==> config.mk <==
export PLATFORM = sky130hd
export DESIGN_NAME = channel_combiner
export DESIGN_NICKNAME = d
export VERILOG_FILES = /design/src/rtl/channel_combiner.sv
export SDC_FILE = /design/constraint.sdc
export NUM_CORES = 1
export LEC_CHECK = 0
export BUFFER_PORTS_ARGS = -buffer_cell sky130_fd_sc_hd__buf_2
export CORE_ASPECT_RATIO = 0.9
export CORE_MARGIN = 1
export CORE_UTILIZATION = 25
export CTS_CLUSTER_DIAMETER = 60
export DETAILED_ROUTE_END_ITERATION = 6
export SLEW_MARGIN = 20
export SYNTH_ARGS = -nofsm -noshare
export SYNTH_HDL_FRONTEND = slang
export SYNTH_SLANG_ARGS = --single-unit
==> constraint.sdc <==
create_clock -name clock -period 3.2 [get_ports clock]
set_input_delay 0.8 -clock clock [delete_from_list [all_inputs] [get_ports clock]]
set_output_delay 0.8 -clock clock [all_outputs]
set_load 0.05 [all_outputs]
==> src/rtl/channel_combiner.sv <==
// channel_combiner
//   Pops one word from each of two show-ahead FIFOs (A and B) in lockstep,
//   combines them (A-B, A+B, (A+B)/2, B-A), dequantizes with an arithmetic
//   right shift rounded toward zero, optionally saturates, and presents the
//   result through a one-entry output register to an output FIFO.
//
// Parameters
//   DATA_WIDTH : sample width of A, B and the output word (two's complement)
//   SHIFT      : dequantize right shift, 0..DATA_WIDTH-1
//   SATURATE   : 1 = clamp to the signed DATA_WIDTH range, 0 = keep low bits
//   CNT_WIDTH  : width of sample_count
//
// Ports
//   clock        in   rising-edge clock
//   reset        in   asynchronous, active-high reset
//   a_dout       in   head word of FIFO A
//   a_empty      in   FIFO A empty
//   a_rd_en      out  pop FIFO A
//   b_dout       in   head word of FIFO B
//   b_empty      in   FIFO B empty
//   b_rd_en      out  pop FIFO B
//   op_sel       in   00 A-B, 01 A+B, 10 (A+B)/2, 11 B-A
//   out_din      out  result word to the output FIFO (0 while nothing held)
//   out_full     in   output FIFO full
//   out_wr_en    out  push to the output FIFO
//   sample_count out  words written since reset (wraps)
module channel_combiner #(
    parameter int DATA_WIDTH = 32,
    parameter int SHIFT      = 0,
    parameter int SATURATE   = 1,
    parameter int CNT_WIDTH  = 16
) (
    input  logic                  clock,
    input  logic                  reset,
    input  logic [DATA_WIDTH-1:0] a_dout,
    input  logic                  a_empty,
    output logic                  a_rd_en,
    input  logic [DATA_WIDTH-1:0] b_dout,
    input  logic                  b_empty,
    output logic                  b_rd_en,
    input  logic [1:0]            op_sel,
    output logic [DATA_WIDTH-1:0] out_din,
    input  logic                  out_full,
    output logic                  out_wr_en,
    output logic [CNT_WIDTH-1:0]  sample_count
);

    // Two guard bits: one for the add/sub carry, one so the rounding bias
    // (up to 2^DATA_WIDTH-1 for the halving op) never overflows.
    localparam int EW = DATA_WIDTH + 2;
    localparam logic [EW-1:0]        ONE    = EW'(1);
    localparam logic signed [EW-1:0] BIAS_N = signed'((ONE << SHIFT) - ONE);
    localparam logic signed [EW-1:0] BIAS_H = signed'((ONE << (SHIFT + 1)) - ONE);
    localparam logic signed [EW-1:0] MAX_V  = {3'b000, {(DATA_WIDTH-1){1'b1}}};
    localparam logic signed [EW-1:0] MIN_V  = {3'b111, {(DATA_WIDTH-1){1'b0}}};

    typedef enum logic {
        S_EMPTY = 1'b0,
        S_FULL  = 1'b1
    } state_t;

    state_t                r_state;
    state_t                w_next_state;
    logic [DATA_WIDTH-1:0] r_hold_data;
    logic [CNT_WIDTH-1:0]  r_sample_count;

    logic                  w_hold_valid;
    logic                  w_pop;
    logic                  w_wr;
    logic                  w_half;
    logic signed [EW-1:0]  w_a;
    logic signed [EW-1:0]  w_b;
    logic signed [EW-1:0]  w_sum;
    logic signed [EW-1:0]  w_rounded;
    logic signed [EW-1:0]  w_shifted;
    logic [DATA_WIDTH-1:0] w_result;

    assign w_hold_valid = (r_state == S_FULL);
    assign w_wr         = w_hold_valid & ~out_full;
    // Gated by reset so no FIFO is popped while the block is held in reset.
    assign w_pop        = ~reset & ~a_empty & ~b_empty & (~w_hold_valid | ~out_full);

    assign a_rd_en      = w_pop;
    assign b_rd_en      = w_pop;
    assign out_wr_en    = w_wr;
    assign out_din      = w_hold_valid ? r_hold_data : '0;
    assign sample_count = r_sample_count;

    // Datapath: sign-extend, combine, round toward zero, shift, clamp.
    always_comb begin
        w_a    = {{2{a_dout[DATA_WIDTH-1]}}, a_dout};
        w_b    = {{2{b_dout[DATA_WIDTH-1]}}, b_dout};
        w_half = (op_sel == 2'b10);
        case (op_sel)
            2'b00:   w_sum = w_a - w_b;
            2'b01:   w_sum = w_a + w_b;
            2'b10:   w_sum = w_a + w_b;
            default: w_sum = w_b - w_a;
        endcase
        w_rounded = w_sum;
        if (w_sum[EW-1]) begin
            w_rounded = w_sum + (w_half ? BIAS_H : BIAS_N);
        end
        w_shifted = w_half ? (w_rounded >>> (SHIFT + 1)) : (w_rounded >>> SHIFT);
        w_result  = w_shifted[DATA_WIDTH-1:0];
        if (SATURATE != 0) begin
            if (w_shifted > MAX_V) begin
                w_result = MAX_V[DATA_WIDTH-1:0];
            end else if (w_shifted < MIN_V) begin
                w_result = MIN_V[DATA_WIDTH-1:0];
            end
        end
    end

    // Output register occupancy.
    always_ff @(posedge clock or posedge reset) begin
        if (reset) begin
            r_state <= S_EMPTY;
        end else begin
            r_state <= w_next_state;
        end
    end

    always_comb begin
        w_next_state = r_state;
        case (r_state)
            S_EMPTY: begin
                if (w_pop) begin
                    w_next_state = S_FULL;
                end
            end
            S_FULL: begin
                if (w_pop) begin
                    w_next_state = S_FULL;
                end else if (w_wr) begin
                    w_next_state = S_EMPTY;
                end
            end
            default: w_next_state = S_EMPTY;
        endcase
    end

    always_ff @(posedge clock or posedge reset) begin
        if (reset) begin
            r_hold_data    <= '0;
            r_sample_count <= '0;
        end else begin
            if (w_pop) begin
                r_hold_data <= w_result;
            end
            if (w_wr) begin
                r_sample_count <= r_sample_count + CNT_WIDTH'(1);
            end
        end
    end

endmodule

==> out/qor.yml <==
floorplan:
  fp.dieArea_sq_um: 36700
  core_sq_um: 35200
  die_y_microns: 182
  rows: 65
  ios: 122
  die_x_microns: 202
  start_util_pct: 25.5
critical_path:
  r2r-start: "r_state"
  critPathCapture: "r_hold_data[14]"
  crit_path_start_kind: "input port"
  cp.arrival_ns: 5.79
  worst_path_most_repeated_cell: "buf_6"
  crit_chain: "buf_6 -> nor3_4 -> nand3_2 -> or4_4 -> or3_4 -> nor3_4 -> nand2b_1 -> nand2_1 -> xnor2_1 -> ha_1 -> buf_6 -> a2111o_1 -> a41oi_2 -> a21bo_2 -> mux2i_2 -> nand3_2 -> nor4_4 -> buf_4 -> a41o_1 -> nand2_1 -> a21o_4 -> buf_6 -> clkbuf_16 -> o311ai_1"
  path_max_fanout: 8
  r2r-end: "sample_count[11]"
  cp_top_family: "simple AND/OR/NAND/NOR gates"
  crit_required_ns: 3.37
  cp_num_cells: 24
  worstSetupEndpointType: "flop"
  rrSetupSlack_ns: 1.20
  path_class: "input port to flop"
  critical-path-slowest-cell: "or4_4"
  cp_num_buf_inv: 5
  rr_worst_depth: 7
  crit_start: "b_dout[7]"
  critPathMaxStageDelay_ns: 0.45
timing:
  layout_min_cycle_time_ns: 5.62
  tns_ns: -75.73
  min_period_over_period_pct: 176
  setup_ws_ns: -2.42
  slew_headroom_pct: 44.8
  tightest_slew_ns: 0.827
  max_freq_mhz: 178
  setup_viol: 32
  skew_ns: 0.00520
  grt_setup_unrepaired: "true"
  finalHoldViolCount: 0
  final-max-slew-violation-count: 0
route:
  ant_nets: 0
  drt-initial-drc-count: 846
  drc: 0
  avgRoutedWirePerCell_microns: 15.8
  vias: 11300
  vias_per_cell: 5.07
  drtPass1Iterations: 6
  wirelength_mm: 35.2
logic_synthesis:
  synth_top_family_by_area: "simple AND/OR/NAND/NOR gates"
  synth_xor_area_share_pct: 9.56
  synth_nets: 1387
  synth-simple-area-share_pct: 28.5
  yosys.cell_types.count: 87
  synth_area_sq_um: 8980
  synthFlopType: "dfrtp_1"
  synth_edf_count: 0
  syn_inst: 1242
  async_flop_share_pct: 100
  yosys_warnings: 0
  synthMuxAreaShare_pct: 4.80
  synth_seq_cells: 49
  avgSynthCellArea_sq_um: 7.23
  synth_fa_ha_area_share_pct: 10.5
  ys_seq_area_share_pct: 13.7
  synth_compound_area_share_pct: 27.7
clocking:
  h-tree-depth: 2
  tritoncts: "done"
  cts_buffers: 5
  clk_pin_slew_ns: 0.06
  clk_latency_ns: 0.28
  cts_hold_buf: 0
  cts_buffer_depth: 2
  clkSinkCount: 49
  clockRootBuffer: "clkbuf_16"
global_route:
  grt_use_total_pct: 18.6
  grt_pass1_wl_mm: 56.2
  grt_max_degree: 63
  grt_pass1_vias: 10900
  overflow: 0
  antenna_found_initial: 1
finish:
  syn2layout_area_growth_pct: 58.2
  layout.nets: 1906
  final_area_sq_um: 14200
  antennaDiodeCount: 0
  layout-drive-gt1-share_pct: 39.3
  nFillCells: 3599
  stdcell_count: 2231
power_and_ir_drop:
  power_density_nw_per_um2: 443
  max-vdd-ir-drop_mv: 0.214
  leakage_nw: 6.61
  finalPower_w: 0.00630
placement:
  hpwl_mm: 29.0
  dp_slack_ns: -2.81
  gp_congestion: 0.938
  dp.cells: 2191
  port_buffers: 121
  dpl-instance-area_sq_um: 13200
outcome:
  status: "complete, but fails checks"
  violations: "setup timing"
worst_hold_path:
  hp-class: "flop to flop"
  min_from: "sample_count[15]"
run:
  cap_violations: 0
## state kept, by name, summed over array words and instances (netlist names)
register and flops:
r_state 1, r_hold_data 32, sample_count 16
## worst min-delay path by stage
stage	to	slack (ns)	depth (start not counted)
floorplan	r_hold_data[31]	0.44	2
global placement	sample_count[15]	0.45	1
detailed placement	sample_count[15]	0.46	1
CTS	sample_count[15]	0.47	1
global route	sample_count[15]	0.50	1
finish	sample_count[15]	0.46	1
## worst register-to-register path: stages (launching register included)
cell     delay, ns
dfrtp_1       0.33
buf_4         0.23
nor2b_1       0.38
and4_1        0.30
nand2_1       0.07
nor2_1        0.26
nand4_1       0.16
xnor2_1       0.14
## layout by cell type (no fill, tap or decap), types with 10 or more instances in the layout
cell type / instances
o211ai_1: 15
a21oi_1: 87
buf_4: 435
xor2_1: 29
nand2b_1: 10
buf_2: 117
a211oi_1: 22
o311ai_2: 22
ha_1: 69
or3_1: 15
and3_1: 13
mux2i_1: 31
o21ai_1: 15
inv_1: 56
nand4_1: 32
o21a_1: 17
nor2_1: 106
buf_6: 11
dfrtp_1: 49
o21ai_0: 52
xnor2_1: 67
nand3_1: 32
and2_1: 40
nand2_1: 143
nor3_1: 20
a21o_1: 19
## cell families after synthesis
kind of cell,after synthesis
muxes,41
and+or+nand+nor,500
DFF,49
xor gates and xnor gates,98
adders and majority gates,74
buffers and inverters,120
AOI/OAI and AO/OA,360
## power breakdown
group / leakage (nW) / total [W] / internal (W) / switching, W
Clock: 0.0841 / 0.000600 / 0.000390 / 0.000210
Sequential: 0.617 / 0.000968 / 0.000828 / 0.000140
Combinational: 5.91 / 0.00473 / 0.00225 / 0.00248
Total: 6.61 / 0.00630 / 0.00346 / 0.00283
## Yosys cell counts, drive strengths merged (23+ instances only)
| library cell | number | area share (%) |
|---|---|---|
| a211oi | 23 | 2.0 |
| o311ai | 30 | 3.7 |
| nor3 | 28 | 1.7 |
| dfrtp | 49 | 14 |
| xnor2 | 68 | 6.6 |
| nor2 | 107 | 4.5 |
| nand3 | 38 | 2.2 |
| and2 | 41 | 2.9 |
| inv | 57 | 2.4 |
| ha | 72 | 10 |
| nand4 | 32 | 2.2 |
| nand2 | 146 | 6.2 |
| mux2i | 35 | 4.0 |
| clkbuf | 42 | 1.8 |
| o21ai | 70 | 3.9 |
| a21oi | 95 | 5.3 |
| xor2 | 30 | 2.9 |
## metrics by stage
step	hold WS, ns	utilization (%)
detailed placement	0.461	37.5
CTS	0.470	39.5
global route	0.497	40.3
global placement	0.455	37.5
finish	0.461	40.3
floorplan	0.442	-
## routing by layer
metal  share of wire (%)  routed length, microns  vias to the layer above  GRT usage [%]
met1                  50                   17500                     5306           27.0
met4                 1.8                     624                        0           3.73
met5                   0                       0                        -              0
li1                    -                       -                     5635              -
met2                  44                   15400                      338           30.0
met3                 4.4                    1560                       39           1.42
## area by class of cell
class	instances	area (sq um)	share of cell area, %
multi-input combinational	1073	7760	54.6
clock buffer	7	143	1.00
clock inverter	1	30.0	0.212
timing repair buffer	574	4240	29.8
inverter	58	219	1.54
sequential	49	1230	8.64
tap	469	587	4.13
## repair_timing
action,CTS,global route
gates cloned,4,2
endpoints found under the setup margin,32,32
gates resized for setup,50,37
buffers inserted,19,8
pin swaps,15,13
(Power assumes the default switching activity.)
